===== src/rtl/z80_seq_pkg.sv =====
// Shared definitions for the Z80 stack sequencers (RET cc, PUSH, CALL).
// Holds the sequencer state encoding, M-cycle indices and T-counter width.
package z80_seq_pkg;

  typedef enum logic [2:0] {
    IDLE  = 3'd0,
    M1X   = 3'd1,
    RD_LO = 3'd2,
    RD_HI = 3'd3,
    DONE  = 3'd4
  } seq_state_e;

  localparam int TCNT_W = 3;

  localparam logic [1:0] MCYC_M1X   = 2'd0;
  localparam logic [1:0] MCYC_RD_LO = 2'd1;
  localparam logic [1:0] MCYC_RD_HI = 2'd2;

  // T2 is the only T-state in which WAIT is honoured
  localparam logic [TCNT_W-1:0] TCNT_T2 = 3'd2;

endpackage


===== src/rtl/z80_tstate_counter.sv =====
// T-state counter shared by the stack sequencers.
// load wins over counting; counting stalls while hold is high (wait states).
// tc flags that the count equals the caller-supplied terminal value.
module z80_tstate_counter
  import z80_seq_pkg::*;
(
  input  logic              clk,
  input  logic              reset,
  input  logic              load,
  input  logic [TCNT_W-1:0] load_val,
  input  logic              en,
  input  logic              hold,
  input  logic [TCNT_W-1:0] term_val,
  output logic [TCNT_W-1:0] count,
  output logic              tc
);

  // T-state count register: load, advance, or stall in a wait state
  always_ff @(posedge clk or posedge reset) begin
    // NOTE: sequential state uses non-blocking assignments so every register
    // samples pre-edge values regardless of block evaluation order.
    if (reset)
      count <= '0;
    else if (load)
      count <= load_val;
    else if (en && !hold)
      count <= count + 1'b1;
  end

  assign tc = (count == term_val);

endmodule


===== src/rtl/z80_cond_pop_seq.sv =====
// RET cc stack-pop sequencer: optional M1 extension for condition
// evaluation, then zero or two memory-read M-cycles, then a done pulse
// carrying the new PC/SP. Tie cond_met high for RET/RETI/RETN.
// Optional Z80FI_TRACE_EN adds registered formal-trace outputs.
module z80_cond_pop_seq
  import z80_seq_pkg::*;
#(
  parameter int RD_TCYCLES = 3,
  parameter int M1_EXTRA_T = 1
) (
  input  logic        clk,
  input  logic        reset,
  input  logic        start,
  input  logic        cond_met,
  input  logic [15:0] sp_in,
  input  logic [15:0] ip_in,
  input  logic        mem_wait,
  input  logic [7:0]  mem_rdata,
  output logic        mem_rd,
  output logic [15:0] mem_addr,
  output logic        busy,
  output logic        done,
  output logic        taken,
  output logic [15:0] ip_out,
  output logic [15:0] sp_out,
  output logic [1:0]  mcycle
`ifdef Z80FI_TRACE_EN
  ,
  output logic [3:0]  trace_mcycle_type2,
  output logic [3:0]  trace_mcycle_type3,
  output logic [15:0] trace_raddr,
  output logic [15:0] trace_raddr2,
  output logic [7:0]  trace_rdata,
  output logic [7:0]  trace_rdata2,
  output logic [3:0]  trace_tcycles1
`endif
);

  localparam logic [TCNT_W-1:0] RD_LAST  = TCNT_W'(RD_TCYCLES);
  localparam logic [TCNT_W-1:0] M1X_LAST = (M1_EXTRA_T > 0) ? TCNT_W'(M1_EXTRA_T - 1) : '0;

  seq_state_e        state;
  logic [15:0]       sp_q;
  logic [15:0]       ip_q;
  logic              cond_q;
  logic [7:0]        lo_q;

  logic              cnt_load;
  logic [TCNT_W-1:0] cnt_load_val;
  logic              cnt_en;
  logic              cnt_hold;
  logic [TCNT_W-1:0] cnt_term;
  logic [TCNT_W-1:0] cnt;
  logic              cnt_tc;

  z80_tstate_counter u_tcnt (
    .clk      (clk),
    .reset    (reset),
    .load     (cnt_load),
    .load_val (cnt_load_val),
    .en       (cnt_en),
    .hold     (cnt_hold),
    .term_val (cnt_term),
    .count    (cnt),
    .tc       (cnt_tc)
  );

  // Counter control: M1X counts from 0, each read M-cycle counts from 1
  always_comb begin
    // NOTE: every output gets a default first so no path leaves it
    // unassigned, which would otherwise infer a latch.
    cnt_load     = 1'b0;
    cnt_load_val = '0;
    cnt_en       = 1'b0;
    cnt_hold     = 1'b0;
    cnt_term     = RD_LAST;
    case (state)
      IDLE: begin
        if (start) begin
          cnt_load     = 1'b1;
          cnt_load_val = (M1_EXTRA_T > 0) ? TCNT_W'(0) : TCNT_W'(1);
        end
      end
      M1X: begin
        cnt_term = M1X_LAST;
        if (cnt_tc) begin
          cnt_load     = 1'b1;
          cnt_load_val = TCNT_W'(1);
        end else begin
          cnt_en = 1'b1;
        end
      end
      RD_LO, RD_HI: begin
        if (cnt_tc) begin
          cnt_load     = 1'b1;
          cnt_load_val = TCNT_W'(1);
        end else begin
          cnt_en   = 1'b1;
          cnt_hold = (cnt == TCNT_T2) && mem_wait;
        end
      end
      default: ;
    endcase
  end

  // Sequencer FSM with registered bus and result outputs
  always_ff @(posedge clk or posedge reset) begin
    if (reset) begin
      state    <= IDLE;
      sp_q     <= '0;
      ip_q     <= '0;
      cond_q   <= 1'b0;
      lo_q     <= '0;
      mem_rd   <= 1'b0;
      mem_addr <= '0;
      busy     <= 1'b0;
      done     <= 1'b0;
      taken    <= 1'b0;
      ip_out   <= '0;
      sp_out   <= '0;
      mcycle   <= MCYC_M1X;
    end else begin
      done <= 1'b0;
      case (state)
        IDLE: begin
          if (start) begin
            sp_q   <= sp_in;
            ip_q   <= ip_in;
            cond_q <= cond_met;
            if (M1_EXTRA_T > 0) begin
              state  <= M1X;
              busy   <= 1'b1;
              mcycle <= MCYC_M1X;
            end else if (cond_met) begin
              state    <= RD_LO;
              busy     <= 1'b1;
              mem_rd   <= 1'b1;
              mem_addr <= sp_in;
              mcycle   <= MCYC_RD_LO;
            end else begin
              state  <= DONE;
              done   <= 1'b1;
              taken  <= 1'b0;
              ip_out <= ip_in + 16'd1;
              sp_out <= sp_in;
            end
          end
        end
        M1X: begin
          if (cnt_tc) begin
            if (cond_q) begin
              state    <= RD_LO;
              mem_rd   <= 1'b1;
              mem_addr <= sp_q;
              mcycle   <= MCYC_RD_LO;
            end else begin
              state  <= DONE;
              busy   <= 1'b0;
              done   <= 1'b1;
              taken  <= 1'b0;
              ip_out <= ip_q + 16'd1;
              sp_out <= sp_q;
            end
          end
        end
        RD_LO: begin
          if (cnt_tc) begin
            state    <= RD_HI;
            lo_q     <= mem_rdata;
            mem_addr <= sp_q + 16'd1;
            mcycle   <= MCYC_RD_HI;
          end
        end
        RD_HI: begin
          if (cnt_tc) begin
            state  <= DONE;
            mem_rd <= 1'b0;
            mcycle <= MCYC_M1X;
            busy   <= 1'b0;
            done   <= 1'b1;
            taken  <= 1'b1;
            ip_out <= {mem_rdata, lo_q};
            sp_out <= sp_q + 16'd2;
          end
        end
        DONE: begin
          state <= IDLE;
        end
        default: state <= IDLE;
      endcase
    end
  end

`ifdef Z80FI_TRACE_EN
  localparam logic [3:0] CYCLE_NONE     = 4'd0;
  localparam logic [3:0] CYCLE_RDWR_MEM = 4'd1;

  logic enter_done;
  logic enter_taken;

  // Identify the cycle that moves the FSM into DONE, and whether it popped
  always_comb begin
    enter_taken = (state == RD_HI) && cnt_tc;
    enter_done  = enter_taken
               || ((state == M1X) && cnt_tc && !cond_q)
               || ((state == IDLE) && start && (M1_EXTRA_T == 0) && !cond_met);
  end

  // Trace record captured alongside the done pulse
  always_ff @(posedge clk or posedge reset) begin
    if (reset) begin
      trace_mcycle_type2 <= '0;
      trace_mcycle_type3 <= '0;
      trace_raddr        <= '0;
      trace_raddr2       <= '0;
      trace_rdata        <= '0;
      trace_rdata2       <= '0;
      trace_tcycles1     <= '0;
    end else if (enter_done) begin
      trace_mcycle_type2 <= enter_taken ? CYCLE_RDWR_MEM : CYCLE_NONE;
      trace_mcycle_type3 <= CYCLE_RDWR_MEM;
      trace_raddr        <= sp_q;
      trace_raddr2       <= sp_q + 16'd1;
      trace_rdata        <= lo_q;
      trace_rdata2       <= mem_rdata;
      trace_tcycles1     <= 4'(4 + M1_EXTRA_T);
    end
  end
`endif

endmodule


===== config.mk =====
export PLATFORM = sky130hd
export DESIGN_NAME = z80_cond_pop_seq
export DESIGN_NICKNAME = d
export VERILOG_FILES = /design/src/rtl/z80_seq_pkg.sv /design/src/rtl/z80_tstate_counter.sv /design/src/rtl/z80_cond_pop_seq.sv
export SDC_FILE = /design/constraint.sdc
export NUM_CORES = 1
export LEC_CHECK = 0
export CORE_UTILIZATION = 30
export CTS_CLUSTER_DIAMETER = 30
export DETAILED_ROUTE_END_ITERATION = 8
export GPL_ROUTABILITY_DRIVEN = 0
export SLEW_MARGIN = 20
export SYNTH_ARGS = -nofsm -noshare
export SYNTH_HDL_FRONTEND = slang
export SYNTH_SLANG_ARGS = --single-unit
export TNS_END_PERCENT = 10

===== constraint.sdc =====
create_clock -name clk -period 5.9 [get_ports clk]
set_input_delay 0.59 -clock clk [delete_from_list [all_inputs] [get_ports clk]]
set_output_delay 0.59 -clock clk [all_outputs]
set_load 0.02 [all_outputs]

## Word-level counts from Yosys, hierarchy flattened

Index checks and enable logic that the tools add are counted.

- Register bits: 101
- Bits of input ports: 45
- Output and inout port bits: 54

- Add/sub/neg operators: 4
- Eq/ne operators: 11
- Muxes and demuxes: 49
- Reductions and logical operators: 19

Operators by type and width:

| operator | number |
|---|---|
| 16-bit two-way mux | 9 |
| 16-bit one-hot mux with 2 select lines | 3 |
| 16-bit by 1-bit adder with 16-bit output, second input constant | 2 |
| 3-bit two-way mux | 7 |
| 1-bit two-way mux | 17 |
| 16-bit by 2-bit adder with 16-bit output, second input constant | 1 |
| 4-bit AND reduction | 4 |
| 2-bit two-way mux | 6 |
| 2-bit != test, second input constant | 6 |
| 3-bit one-hot mux with 4 select lines | 1 |
| 3-bit by 2-bit == test with 1-bit output, second input constant | 3 |
| 1-bit one-hot mux with 2 select lines | 4 |
| 2-bit one-hot mux with 4 select lines | 1 |
| 6-bit AND reduction | 1 |
| 2-bit nonzero test | 3 |
| 5-bit AND reduction | 1 |
| 2-bit AND reduction | 2 |
| 4-bit nonzero test | 1 |
| 3-bit by 1-bit adder with 3-bit output, second input constant | 1 |
| 3-bit by 1-bit == test with 1-bit output, second input constant | 1 |
| 3-bit by 2-bit == test with 1-bit output | 1 |
| 3-bit logical NOT | 1 |
| 1-bit one-hot mux with 3 select lines | 1 |
| 3-bit nonzero test | 1 |
| 4 further kinds | 5 |

## Logic depth before layout (Yosys ltp)

Gate-level depths: netlist (run 1).

- Depth in word-level cells: 9
- Mapped depth: 7

## Modules after synthesis

A second synthesis (run 1) with hierarchy kept.

- Cell total of the unflattened synthesis: 484
- Area, all modules: 4,961.0 um^2

By module, submodules not included:

| module | times used | cells an instance | area each (um^2) |
|---|---|---|---|
| z80_cond_pop_seq | 1 | 464 | 4,763.3 |
| z80_tstate_counter | 1 | 20 | 197.7 |

## Least setup slack after synthesis (run 1)

OpenSTA, ideal clock, no wires.

- Path kind: register -> register
- From: register state[2]
- To: register mem_addr[11]
- Arrival time: 1.720 ns
- Required time: 5.775 ns
- Setup slack: 4.055 ns
- Cell stages (with the launch flop): 7
- Path buffers: 2
- Clock period less this slack: 1.845 ns
- Cells stage by stage: dfrtp_1 -> buf_2 -> nor3b_2 -> mux2_2 -> nand2_2 -> buf_2 -> mux2_2

- Word-level cells in the longest chain between the ends: 5

Ends and longest elaborated chain:

| what | line | source |
|---|---|---|
| start: declaration | z80_cond_pop_seq.sv:42 | `seq_state_e state;` |
| start signal: assignment | z80_cond_pop_seq.sv:109 | `state <= IDLE;` |
| start signal: assignment | z80_cond_pop_seq.sv:131 | `state <= M1X;` |
| start signal: assignment | z80_cond_pop_seq.sv:135 | `state <= RD_LO;` |
| 3-bit by 1-bit == test with 1-bit output | z80_cond_pop_seq.sv:77, z80_cond_pop_seq.sv:124 |  |
| 2-bit two-way mux | z80_cond_pop_seq.sv:77 | `case (state)` |
| 3-bit by 2-bit == test with 1-bit output | z80_tstate_counter.sv:30 | `assign tc = (count == term_val);` |
| 2-bit != test (no line) | n/a |  |
| 4-bit AND reduction (no line) | n/a |  |
| end signal: assignment | z80_cond_pop_seq.sv:138 | `mem_addr <= sp_in;` |
| end signal: assignment | z80_cond_pop_seq.sv:154 | `mem_addr <= sp_q;` |
| end signal: assignment | z80_cond_pop_seq.sv:170 | `mem_addr <= sp_q + 16'd1;` |
| end: declaration | z80_cond_pop_seq.sv:20 | `output logic [15:0] mem_addr,` |

Several ways; a longest one is shown, not always the timed one.
A chain may end at the register's enable or synchronous reset.

## Worst setup path after layout (run 1)

- From: register state[1]
- To: register ip_out[7]

- Word-level cells in the longest chain between the ends: 5

Ends and longest elaborated chain:

| what | line | source |
|---|---|---|
| 3-bit by 1-bit == test with 1-bit output | z80_cond_pop_seq.sv:77, z80_cond_pop_seq.sv:124 |  |
| 2-bit two-way mux | z80_cond_pop_seq.sv:77 |  |
| 3-bit by 2-bit == test with 1-bit output | z80_tstate_counter.sv:30 |  |
| 2-bit != test (no line) | n/a |  |
| 4-bit AND reduction (no line) | n/a |  |
| end signal: assignment | z80_cond_pop_seq.sv:144 | `ip_out <= ip_in + 16'd1;` |
| end signal: assignment | z80_cond_pop_seq.sv:161 | `ip_out <= ip_q + 16'd1;` |
| end signal: assignment | z80_cond_pop_seq.sv:182 | `ip_out <= {mem_rdata, lo_q};` |
| end: declaration | z80_cond_pop_seq.sv:24 | `output logic [15:0] ip_out,` |

Several ways; a longest one is shown, not always the timed one.

==> out/qor.csv, run 1 <==
stage,metric,value,unit
global_routing,aggregate global routing overflow,0,
clock_tree,PostCTS Resize Cnt,0,
layout,fin cells,837,
clock_tree,Clock Path Buffers,2,
power,pwr dens,549.8,nW/µm²
layout,most frequent cells in the layout,"nand2_1 (144), dfrtp_1 (101), clkdlybuf4s50_1 (98)",
layout,final instance area,6476,µm²
global_routing,initial antenna violation count,0,
global_routing,first-pass GRT wire length,21690,µm
worst_setup_path,"CP delay by family, top",flip-flops,
layout,# diodes,0,
layout,share of layout cells above drive strength 1,7.729,%
sta,setup TNS,0,ns
clock_tree,root buf cell,clkbuf_16,
floorplanning,I/O Pins,99,
clock_tree,H-tree lvl count,3,
clock_tree,CTS Sinks,101,
clock_tree,"Hold-fix buffers, CTS",0,
floorplanning,Initial Utilization,31.09,%
worst_setup_path,Critical Path Fanout Max,26,
synthesis,Mapped Area,5011,µm²
drt,routed wire length,13100,µm
min_path,Hold Path Stages,2,
min_path,Hold Crit Start,sp_out[11],
synthesis,Post-synth ARST share,100.0,%
sta,fmax,357.8,MHz
worst_setup_path,worst r2r dst,ip_out[7],
placed_design,port bufs,98,
synthesis,"Avg Cell Area, Syn",9.297,µm²
drt,Initial DRC Count,505,
power,total power,3.561,mW
worst_setup_path,critical path cell sequence,and3_1 > o2111ai_4 > inv_1 > nand2_1 > o211ai_1,
floorplanning,Die Ht,131.2,µm
synthesis,"Seq/Total Area, Yosys",50.44,%
worst_setup_path,Worst Setup Start Kind,flop,
worst_setup_path,Critical-path top delay cell,dfrtp_1,
sta,RSZ-0062 raised after global routing,false,
synthesis,Post-synth EDFFs,0,
sta,Hold Fails Final Rpt,0,
worst_setup_path,worst reg2reg path startpoint,state[1],
global_routing,largest net degree at the start of global routing,69,
synthesis,ys flop type,dfrtp_1,
worst_setup_path,CP Class,reg -> reg,
floorplanning,die width,131.2,µm
synthesis,yosys warns,0,
drt,Pre-Repair DR Iteration Count,4,
min_path,Hold EP,sp_out[11],
placed_design,DP Area,6145,µm²
flow_run,MaxCap Viol Count,0,
synthesis,#FFs+latches synth,101,
drt,Post-DRT Antenna Nets,0,
floorplanning,core area,16120,µm²
layout,fin nets,666,
global_routing,vias in the first global route,4043,
drt,via/cell ratio,4.919,
sta,Period minus WS final,2.795,ns
worst_setup_path,Critical Path RT,6.16,ns
placed_design,# placed instances,820,
clock_tree,"CTS clk-pin slew, worst paths",0.07,ns
sta,Setup Skew,0.008126,ns
sta,max-slew violations,0,
global_routing,total track usage,16.07,%
sta,Final setup viols,0,
power,Pleak,2.735,nW
power,VDD IR-drop max,0.0002018,V
layout,P&R area growth vs syn,29.24,%
floorplanning,die area,17220,µm²
drt,average wire per standard cell,15.65,µm
synthesis,Cells after Synth,539,
worst_setup_path,worst path bufs/invs,1,
synthesis,syn nets,589,
worst_setup_path,Worst R2R Setup Slack,3.11,ns
worst_setup_path,worst reg2reg path depth,5,
synthesis,Netlist cell types,53,
worst_setup_path,critical path data arrival time,3.06,ns
sta,period utilization,47.37,%
min_path,Hold WC Path Type,reg -> reg,
drt,DRC,0,
sta,Slew @ Worst Pin,0.9129,ns
worst_setup_path,Worst path max stage delay,0.84,ns
sta,Slew headroom,39.14,%
clock_tree,CTS tree,yes,
outcome,status,"finished, final reports clean",
clock_tree,Num CTS Buffers,9,
placed_design,Post-DP HPWL,9525,µm
floorplanning,row cnt,46,
clock_tree,Worst-Skew Late Latency,0.35,ns
worst_setup_path,Critical Path End Type,flop,
clock_tree,Setup Buffers After CTS,0,
layout,"commonest non-fill, non-tap cell in the layout",nand2_1,
drt,DR vias,4117,
## area by class of cell
| class | count | area [µm²] |
|---|---|---|
| clock inverters | 7 | 73.82 |
| inverters | 7 | 28.78 |
| well taps | 216 | 270.3 |
| fillers | 1636 | 9639 |
| flip-flops and latches | 101 | 2527 |
| multi-input cells | 396 | 2327 |
| repair buffers | 101 | 1023 |
| clock buffers | 9 | 225.2 |
## where the power goes
part | switching [mW] | total [mW] | internal, mW
combinational | 0.854 | 1.57 | 0.714
sequential | 0.392 | 1.40 | 1.01
clock | 0.264 | 0.595 | 0.331
total | 1.51 | 3.56 | 2.05
## routing by layer
layer / up-vias / part of all wire [%] / GRT usage [%]
met1: 1986 / 46 / 21.89
met2: 110 / 47 / 25.30
met4: 0 / 0.55 / 3.922
met3: 4 / 6.5 / 4.167
met5: - / 0 / 0
li1: 2017 / - / -
## worst register-to-register path: stages (launching register included)
cell and delay [ns]:
dfrtp_1 0.84, and3_1 0.37, o2111ai_4 0.29, inv_1 0.61, nand2_1 0.33, o211ai_1 0.26
## cell usage after synthesis (3+ instances only)
| cell type | number | area [µm²] |
|---|---|---|
| a31oi_1 | 6 | 37.54 |
| clkbuf_1 | 14 | 52.55 |
| nand2b_1 | 6 | 37.54 |
| inv_1 | 7 | 26.28 |
| nor4_1 | 8 | 50.05 |
| o21ai_0 | 43 | 215.2 |
| mux2_2 | 17 | 191.4 |
| nand2_1 | 144 | 540.5 |
| nor3_1 | 15 | 75.07 |
| nand4_1 | 14 | 87.58 |
| xnor2_1 | 28 | 245.2 |
| xor2_1 | 7 | 61.31 |
| o211ai_1 | 9 | 67.56 |
| a21oi_1 | 10 | 50.05 |
| dfrtp_1 | 101 | 2527 |
| nand3b_1 | 3 | 22.52 |
| mux2i_1 | 4 | 40.04 |
| and3_1 | 3 | 18.77 |
| or3_1 | 4 | 25.02 |
| buf_2 | 19 | 95.09 |
| nor2_1 | 16 | 60.06 |
| nand3_1 | 17 | 85.08 |
| ha_1 | 5 | 62.56 |
## flip-flops by register name (all words and copies together) (netlist names)
name / cells
sp_out: 16
taken: 1
busy: 1
u_tcnt.count: 3
mem_rd: 1
done: 1
cond_q: 1
lo_q: 8
ip_q: 16
state: 3
ip_out: 16
sp_q: 16
mem_addr: 16
mcycle: 2
## cell families after synthesis
family / after synthesis / synth area share [%]
AOI/OAI and AO/OA: 86 / 10.34
xor gates and xnor gates: 35 / 6.117
adders and majority gates: 5 / 1.248
buffers and inverters: 42 / 3.695
DFF: 101 / 50.44
muxes: 21 / 4.619
and+or+nand+nor: 249 / 23.55
## metrics by stage
stage	util (%)	hold WS (ns)	worst slack, ns
floorplan	-	0.4668	2.663
global route	40.19	0.5138	2.782
CTS	39.98	0.4908	2.610
global placement	38.13	0.4772	2.781
detailed placement	38.13	0.4761	2.641
finish	40.19	0.4898	3.105
## worst max-delay path by stage
stage | startpoint | endpoint | depth (start not counted)
global route | state[1] | ip_out[14] | 5
global placement | state[1] | ip_out[15] | 5
detailed placement | state[1] | ip_out[15] | 5
floorplan | reset | busy | 1
finish | state[1] | ip_out[7] | 5
CTS | state[1] | ip_out[13] | 5
Power figures use the tool's default switching activity.
==> run 2, diff against run 1 <==
- clock period: 5.9 -> 2.7 ns (I/O delays scaled with it)
==> run 2 against run 1 <==
Power is 120% higher. Utilization is 0.40 points higher. Fmax is 29% higher. First-iteration DRC count is 44% lower. Sequential power is 110% higher. Setup slack worse by 2.6 ns. Worst hold slack worse by 0.11 ns. Clock skew is 0.0014 ns higher. Clock power is 130% higher. Combinational power is 120% higher. Largest cell class unchanged.
==> out/qor.csv, run 2 (synthesis results as in run 1) <==
stage,metric,value,unit,change
power,Pint,4.536,mW,+120%
layout,# diodes,0,,unchanged
power,Sequential Power Share,38.1,%,-1.1 points
sta,period utilization,80.28,%,+33 points
global_routing,initial antenna violation count,0,,unchanged
sta,Setup Skew,0.009501,ns,+0.001374 ns
drt,routed wire length,13280,µm,+1.4%
drt,Post-DRT Antenna Nets,0,,unchanged
worst_setup_path,Worst R2R Setup Slack,0.53,ns,-2.57 ns
layout,"commonest non-fill, non-tap cell in the layout",nand2_1,,
global_routing,total track usage,16.28,%,+0.21 points
clock_tree,"Hold-fix buffers, CTS",0,,unchanged
clock_tree,H-tree lvl count,3,,unchanged
sta,Hold Fails Final Rpt,0,,unchanged
sta,max-slew violations,0,,unchanged
worst_setup_path,Critical Path Fanout Max,18,,-31%
power,clock share of power,17.0,%,+0.3 points
drt,via/cell ratio,4.943,,+0.50%
clock_tree,Setup Buffers After CTS,0,,unchanged
clock_tree,Clock Path Buffers,2,,unchanged
power,Psw,3.324,mW,+120%
layout,filler instances,1614,,-1.3%
floorplanning,die width,131.2,µm,unchanged
layout,Multi-input gate area,2322,µm²,-0.21%
layout,register area,2527,µm²,unchanged
power,pwr dens,1202,nW/µm²,+120%
sta,Final setup viols,0,,unchanged
worst_setup_path,Worst Setup Start Kind,flop,,
global_routing,aggregate global routing overflow,0,,unchanged
layout,most frequent cells in the layout,"nand2_1 (144), dfrtp_1 (101), clkdlybuf4s50_1 (98)",,
drt,Pre-Repair DR Iteration Count,5,,+1
power,switching part of the total,42.29,%,-0.12 points
power,Pleak,2.774,nW,+1.4%
sta,fmax,461.3,MHz,+29%
clock_tree,Num CTS Buffers,9,,unchanged
worst_setup_path,critical path data arrival time,2.43,ns,-0.63 ns
clock_tree,"CTS clk-pin slew, worst paths",0.07,ns,about the same
clock_tree,CTS Sinks,101,,unchanged
drt,DR vias,4172,,+1.3%
floorplanning,core area,16120,µm²,unchanged
layout,fin nets,673,,+1.1%
min_path,Hold WC Path Type,in -> async,,
outcome,status,"finished, final reports clean",,
sta,Slew headroom,50.52,%,+11 points
power,VDD IR-drop max,0.0004644,V,+130%
drt,average wire per standard cell,15.74,µm,+0.59%
worst_setup_path,Critical Path RT,2.96,ns,-3.20 ns
clock_tree,PostCTS Resize Cnt,0,,unchanged
floorplanning,Die Ht,131.2,µm,unchanged
clock_tree,Worst-Skew Late Latency,0.36,ns,about the same
drt,Initial DRC Count,281,,-44%
placed_design,port bufs,98,,unchanged
sta,Period minus WS final,2.168,ns,-0.6272 ns
global_routing,first-pass GRT wire length,22080,µm,+1.8%
floorplanning,I/O Pins,99,,unchanged
sta,RSZ-0062 raised after global routing,false,,
clock_tree,root buf cell,clkbuf_16,,
sta,hold_ws,0.3799,ns,-0.1100 ns
sta,setup TNS,0,ns,unchanged
flow_run,MaxCap Viol Count,0,,unchanged
sta,Slew @ Worst Pin,0.7406,ns,-0.1724 ns
layout,P&R area growth vs syn,30.51,%,
placed_design,Post-DP HPWL,9971,µm,+4.7%
layout,share of layout cells above drive strength 1,8.439,%,+0.71 points
drt,DRC,0,,unchanged
global_routing,vias in the first global route,4109,,+1.6%
floorplanning,Initial Utilization,31.09,%,unchanged
worst_setup_path,CP Class,reg -> reg,,
floorplanning,row cnt,46,,unchanged
worst_setup_path,Critical Path End Type,flop,,
power,combinational share of power,44.8,%,+0.7 points
floorplanning,die area,17220,µm²,unchanged
clock_tree,CTS tree,yes,,
power,total power,7.860,mW,+120%
global_routing,largest net degree at the start of global routing,49,,-29%
[run 2: changes by cell type in the layout (fill, tap and decap cells not counted), sizes merged]
cell / previous run / this run
buf: 3 / 10
clkbuf: 9 / 10
inv: 9 / 8
[run 2: metrics by stage]
stage | util (%) | area [µm²] | worst slack [ns] | instances
after floorplan | - | 5015 | 0.8549 | 539
after global placement | 38.66 | 6231 | 0.6476 | 828
after detailed placement | 38.66 | 6231 | 0.5380 | 828
after CTS | 40.58 | 6540 | 0.5204 | 844
after global routing | 40.58 | 6540 | 0.3555 | 844
final | 40.58 | 6540 | 0.5323 | 844
[run 2: final timing paths]
kind                                        end       from  depth (start not counted)
min in group clk                        ip_q[8]   ip_in[8]                          3
worst max register to register  u_tcnt.count[1]   state[1]                          5
max in group asynchronous              ip_q[10]      reset                          3
worst max-delay path            u_tcnt.count[1]   state[1]                          5
worst min-delay path                  sp_out[1]      reset                          2
worst min register to register        sp_out[0]  sp_out[0]                          2
[run 2: layer usage]
layer	vias up	wire [µm]	track usage (%)
met3	12	681	4.205
met2	110	6405	25.86
met1	2028	6001	21.58
met4	0	195	5.033
li1	2022	-	-
met5	-	0	0
[run 2: power by group through the flow]
stage	logic, mW	registers, mW	clock network (mW)
2_1_floorplan	1.99	3.09	0
3_3_place_gp	3.47	2.99	0
3_5_place_dp	3.55	3.01	0
4_1_cts	3.57	2.99	1.37
5_1_grt	3.90	3.11	1.42
6_report	3.52	3.00	1.34
[run 2: final cells by class]
class,count,share of cell area [%]
Clock buffer,10,3.654
Clock inverter,6,1.071
Inverter,7,0.4592
Multi-Input combinational cell,396,35.51
Sequential cell,101,38.65
Tap cell,216,4.132
Timing Repair Buffer,108,16.53
[run 2: worst max-delay path: stages (launching register included)]
cell     delay [ns]
dfrtp_1        0.63
buf_4          0.28
or3_1          0.53
buf_4          0.33
nand2_1        0.09
nor3_1         0.22
==> run 3, diff against run 2 <==
- clock period: 2.7 -> 2.27 ns (I/O delays scaled with it)
==> run 3 against run 2 <==
Die area did not move. Register-to-register slack worse by 0.26 ns. Non-clock buffer count grew 8. Cell count up 0.95%. Sequential cell count is the same. Setup slack got worse by 0.26 ns. Largest power group unchanged.
==> out/qor.csv, run 3 (synthesis results as in run 1) <==
stage,metric,value,unit,change
power,Pleak,2.809,nW,+1.3%
global_routing,first-pass GRT wire length,22100,µm,about the same
power,Psw,3.982,mW,+20%
floorplanning,I/O Pins,99,,unchanged
clock_tree,H-tree lvl count,3,,unchanged
floorplanning,row cnt,46,,unchanged
clock_tree,Num CTS Buffers,9,,unchanged
clock_tree,CTS Sinks,101,,unchanged
placed_design,port bufs,98,,unchanged
floorplanning,Initial Utilization,31.09,%,unchanged
worst_setup_path,CP Class,reg -> reg,,
drt,via/cell ratio,4.935,,-0.16%
sta,Final setup viols,0,,unchanged
global_routing,aggregate global routing overflow,0,,unchanged
power,total power,9.421,mW,+20%
sta,Slew headroom,53.42,%,+2.9 points
placed_design,Post-DP HPWL,10110,µm,+1.4%
clock_tree,Setup Buffers After CTS,0,,unchanged
sta,Period minus WS final,1.993,ns,-0.1743 ns
drt,Post-DRT Antenna Nets,0,,unchanged
drt,average wire per standard cell,15.89,µm,+0.98%
outcome,status,"finished, final reports clean",,
flow_run,MaxCap Viol Count,0,,unchanged
clock_tree,CTS tree,yes,,
layout,"commonest non-fill, non-tap cell in the layout",nand2_1,,
floorplanning,die area,17220,µm²,unchanged
layout,# diodes,0,,unchanged
power,combinational share of power,46.1,%,+1.3 points
global_routing,total track usage,16.47,%,+0.19 points
worst_setup_path,Critical Path RT,2.54,ns,-0.42 ns
worst_setup_path,worst reg2reg path startpoint,state[1],,
global_routing,initial antenna violation count,0,,unchanged
power,Sequential Power Share,37.1,%,-1.0 points
drt,DR vias,4205,,+0.79%
drt,routed wire length,13540,µm,+1.9%
worst_setup_path,Critical Path End Type,flop,,
clock_tree,"CTS clk-pin slew, worst paths",0.07,ns,about the same
layout,fin nets,681,,+1.2%
sta,Hold Fails Final Rpt,0,,unchanged
global_routing,largest net degree at the start of global routing,49,,unchanged
power,Pint,5.439,mW,+20%
worst_setup_path,critical path data arrival time,2.26,ns,-0.17 ns
drt,Pre-Repair DR Iteration Count,5,,unchanged
floorplanning,Die Ht,131.2,µm,unchanged
power,clock share of power,16.7,%,-0.3 points
layout,P&R area growth vs syn,31.76,%,
clock_tree,Clock Path Buffers,2,,unchanged
drt,Initial DRC Count,266,,-5.3%
sta,RSZ-0062 raised after global routing,false,,
clock_tree,"Hold-fix buffers, CTS",0,,unchanged
global_routing,vias in the first global route,4174,,+1.6%
worst_setup_path,Worst Setup Start Kind,flop,,
worst_setup_path,Critical Path Fanout Max,12,,-6
layout,share of layout cells above drive strength 1,9.591,%,+1.2 points
clock_tree,root buf cell,clkbuf_16,,
sta,Setup Skew,0.008172,ns,-0.001329 ns
sta,setup TNS,0,ns,unchanged
power,VDD IR-drop max,0.0005884,V,+27%
sta,Slew @ Worst Pin,0.6973,ns,-0.04328 ns
clock_tree,PostCTS Resize Cnt,0,,unchanged
drt,DRC,0,,unchanged
min_path,Hold WC Path Type,in -> async,,
power,switching part of the total,42.26,%,about the same
sta,max-slew violations,0,,unchanged
floorplanning,die width,131.2,µm,unchanged
floorplanning,core area,16120,µm²,unchanged
sta,period utilization,87.81,%,+7.5 points
sta,fmax,501.7,MHz,+8.7%
layout,most frequent cells in the layout,"nand2_1 (144), dfrtp_1 (101), clkdlybuf4s50_1 (98)",,
clock_tree,Worst-Skew Late Latency,0.36,ns,about the same
layout,filler instances,1606,,-0.50%
power,pwr dens,1427,nW/µm²,+19%
worst_setup_path,Crit. Startpoint,state[1],,
==> run 3: changes by cell type in the layout (fill, tap and decap cells not counted), sizes merged <==
| cell | previous run | this run |
|---|---|---|
| buf | 10 | 18 |
| clkbuf | 10 | 9 |
| clkinvlp | 1 | 2 |
==> run 3: layout make-up <==
class,instances,area [µm²],area share [%]
clock buffers,9,225.2,3.411
flip-flops and latches,101,2527,38.28
clock inverters,7,73.82,1.118
inverters,7,30.03,0.4548
multi-input cells,396,2322,35.17
well taps,216,270.3,4.093
repair buffers,116,1154,17.47
==> run 3: final timing paths <==
path                               to  cells past startpoint  slack [ns]
max                        ip_out[12]                      6        0.28
min                         sp_out[1]                      2        0.32
max reg2reg                ip_out[12]                      6        0.28
min reg2reg                 sp_out[0]                      2        0.48
max in group asynchronous  ip_out[14]                      3        1.25
min in group clk              ip_q[3]                      3        0.39
==> run 3: routing by layer <==
metal | up-vias | GRT usage (%) | routed length [µm]
met1 | 2027 | 21.80 | 6245
met2 | 129 | 26.74 | 6443
met4 | 0 | 4.314 | 124
li1 | 2041 | - | -
met5 | - | 0 | 0
met3 | 8 | 4.012 | 728
==> run 3: power by group through the flow <==
stage	clock [mW]	sequential (mW)	combinational, mW
after floorplan	0	3.67	2.36
after global placement	0	3.49	4.28
after detailed placement	0	3.52	4.37
after CTS	1.61	3.50	4.39
after global routing	1.69	3.63	4.79
final	1.58	3.50	4.34
==> run 3: stage by stage <==
step	area [µm²]	std cells	setup WS, ns	hold WS [ns]	utilization [%]
CTS	6603	852	0.2811	0.3391	40.97
global placement	6304	836	0.3628	0.4705	39.11
global route	6603	852	0.1608	0.3798	40.97
floorplan	5015	539	0.4249	0.3324	-
detailed placement	6304	836	0.3195	0.4674	39.11
finish	6603	852	0.2766	0.3160	40.97
==> run 3: worst max-delay path, cell delays in order, from the launching register on <==
cell	delay (ns)
dfrtp_1	0.50
buf_4	0.23
and3_1	0.25
o2111ai_4	0.14
inv_1	0.26
nand2_1	0.23
o211ai_1	0.28
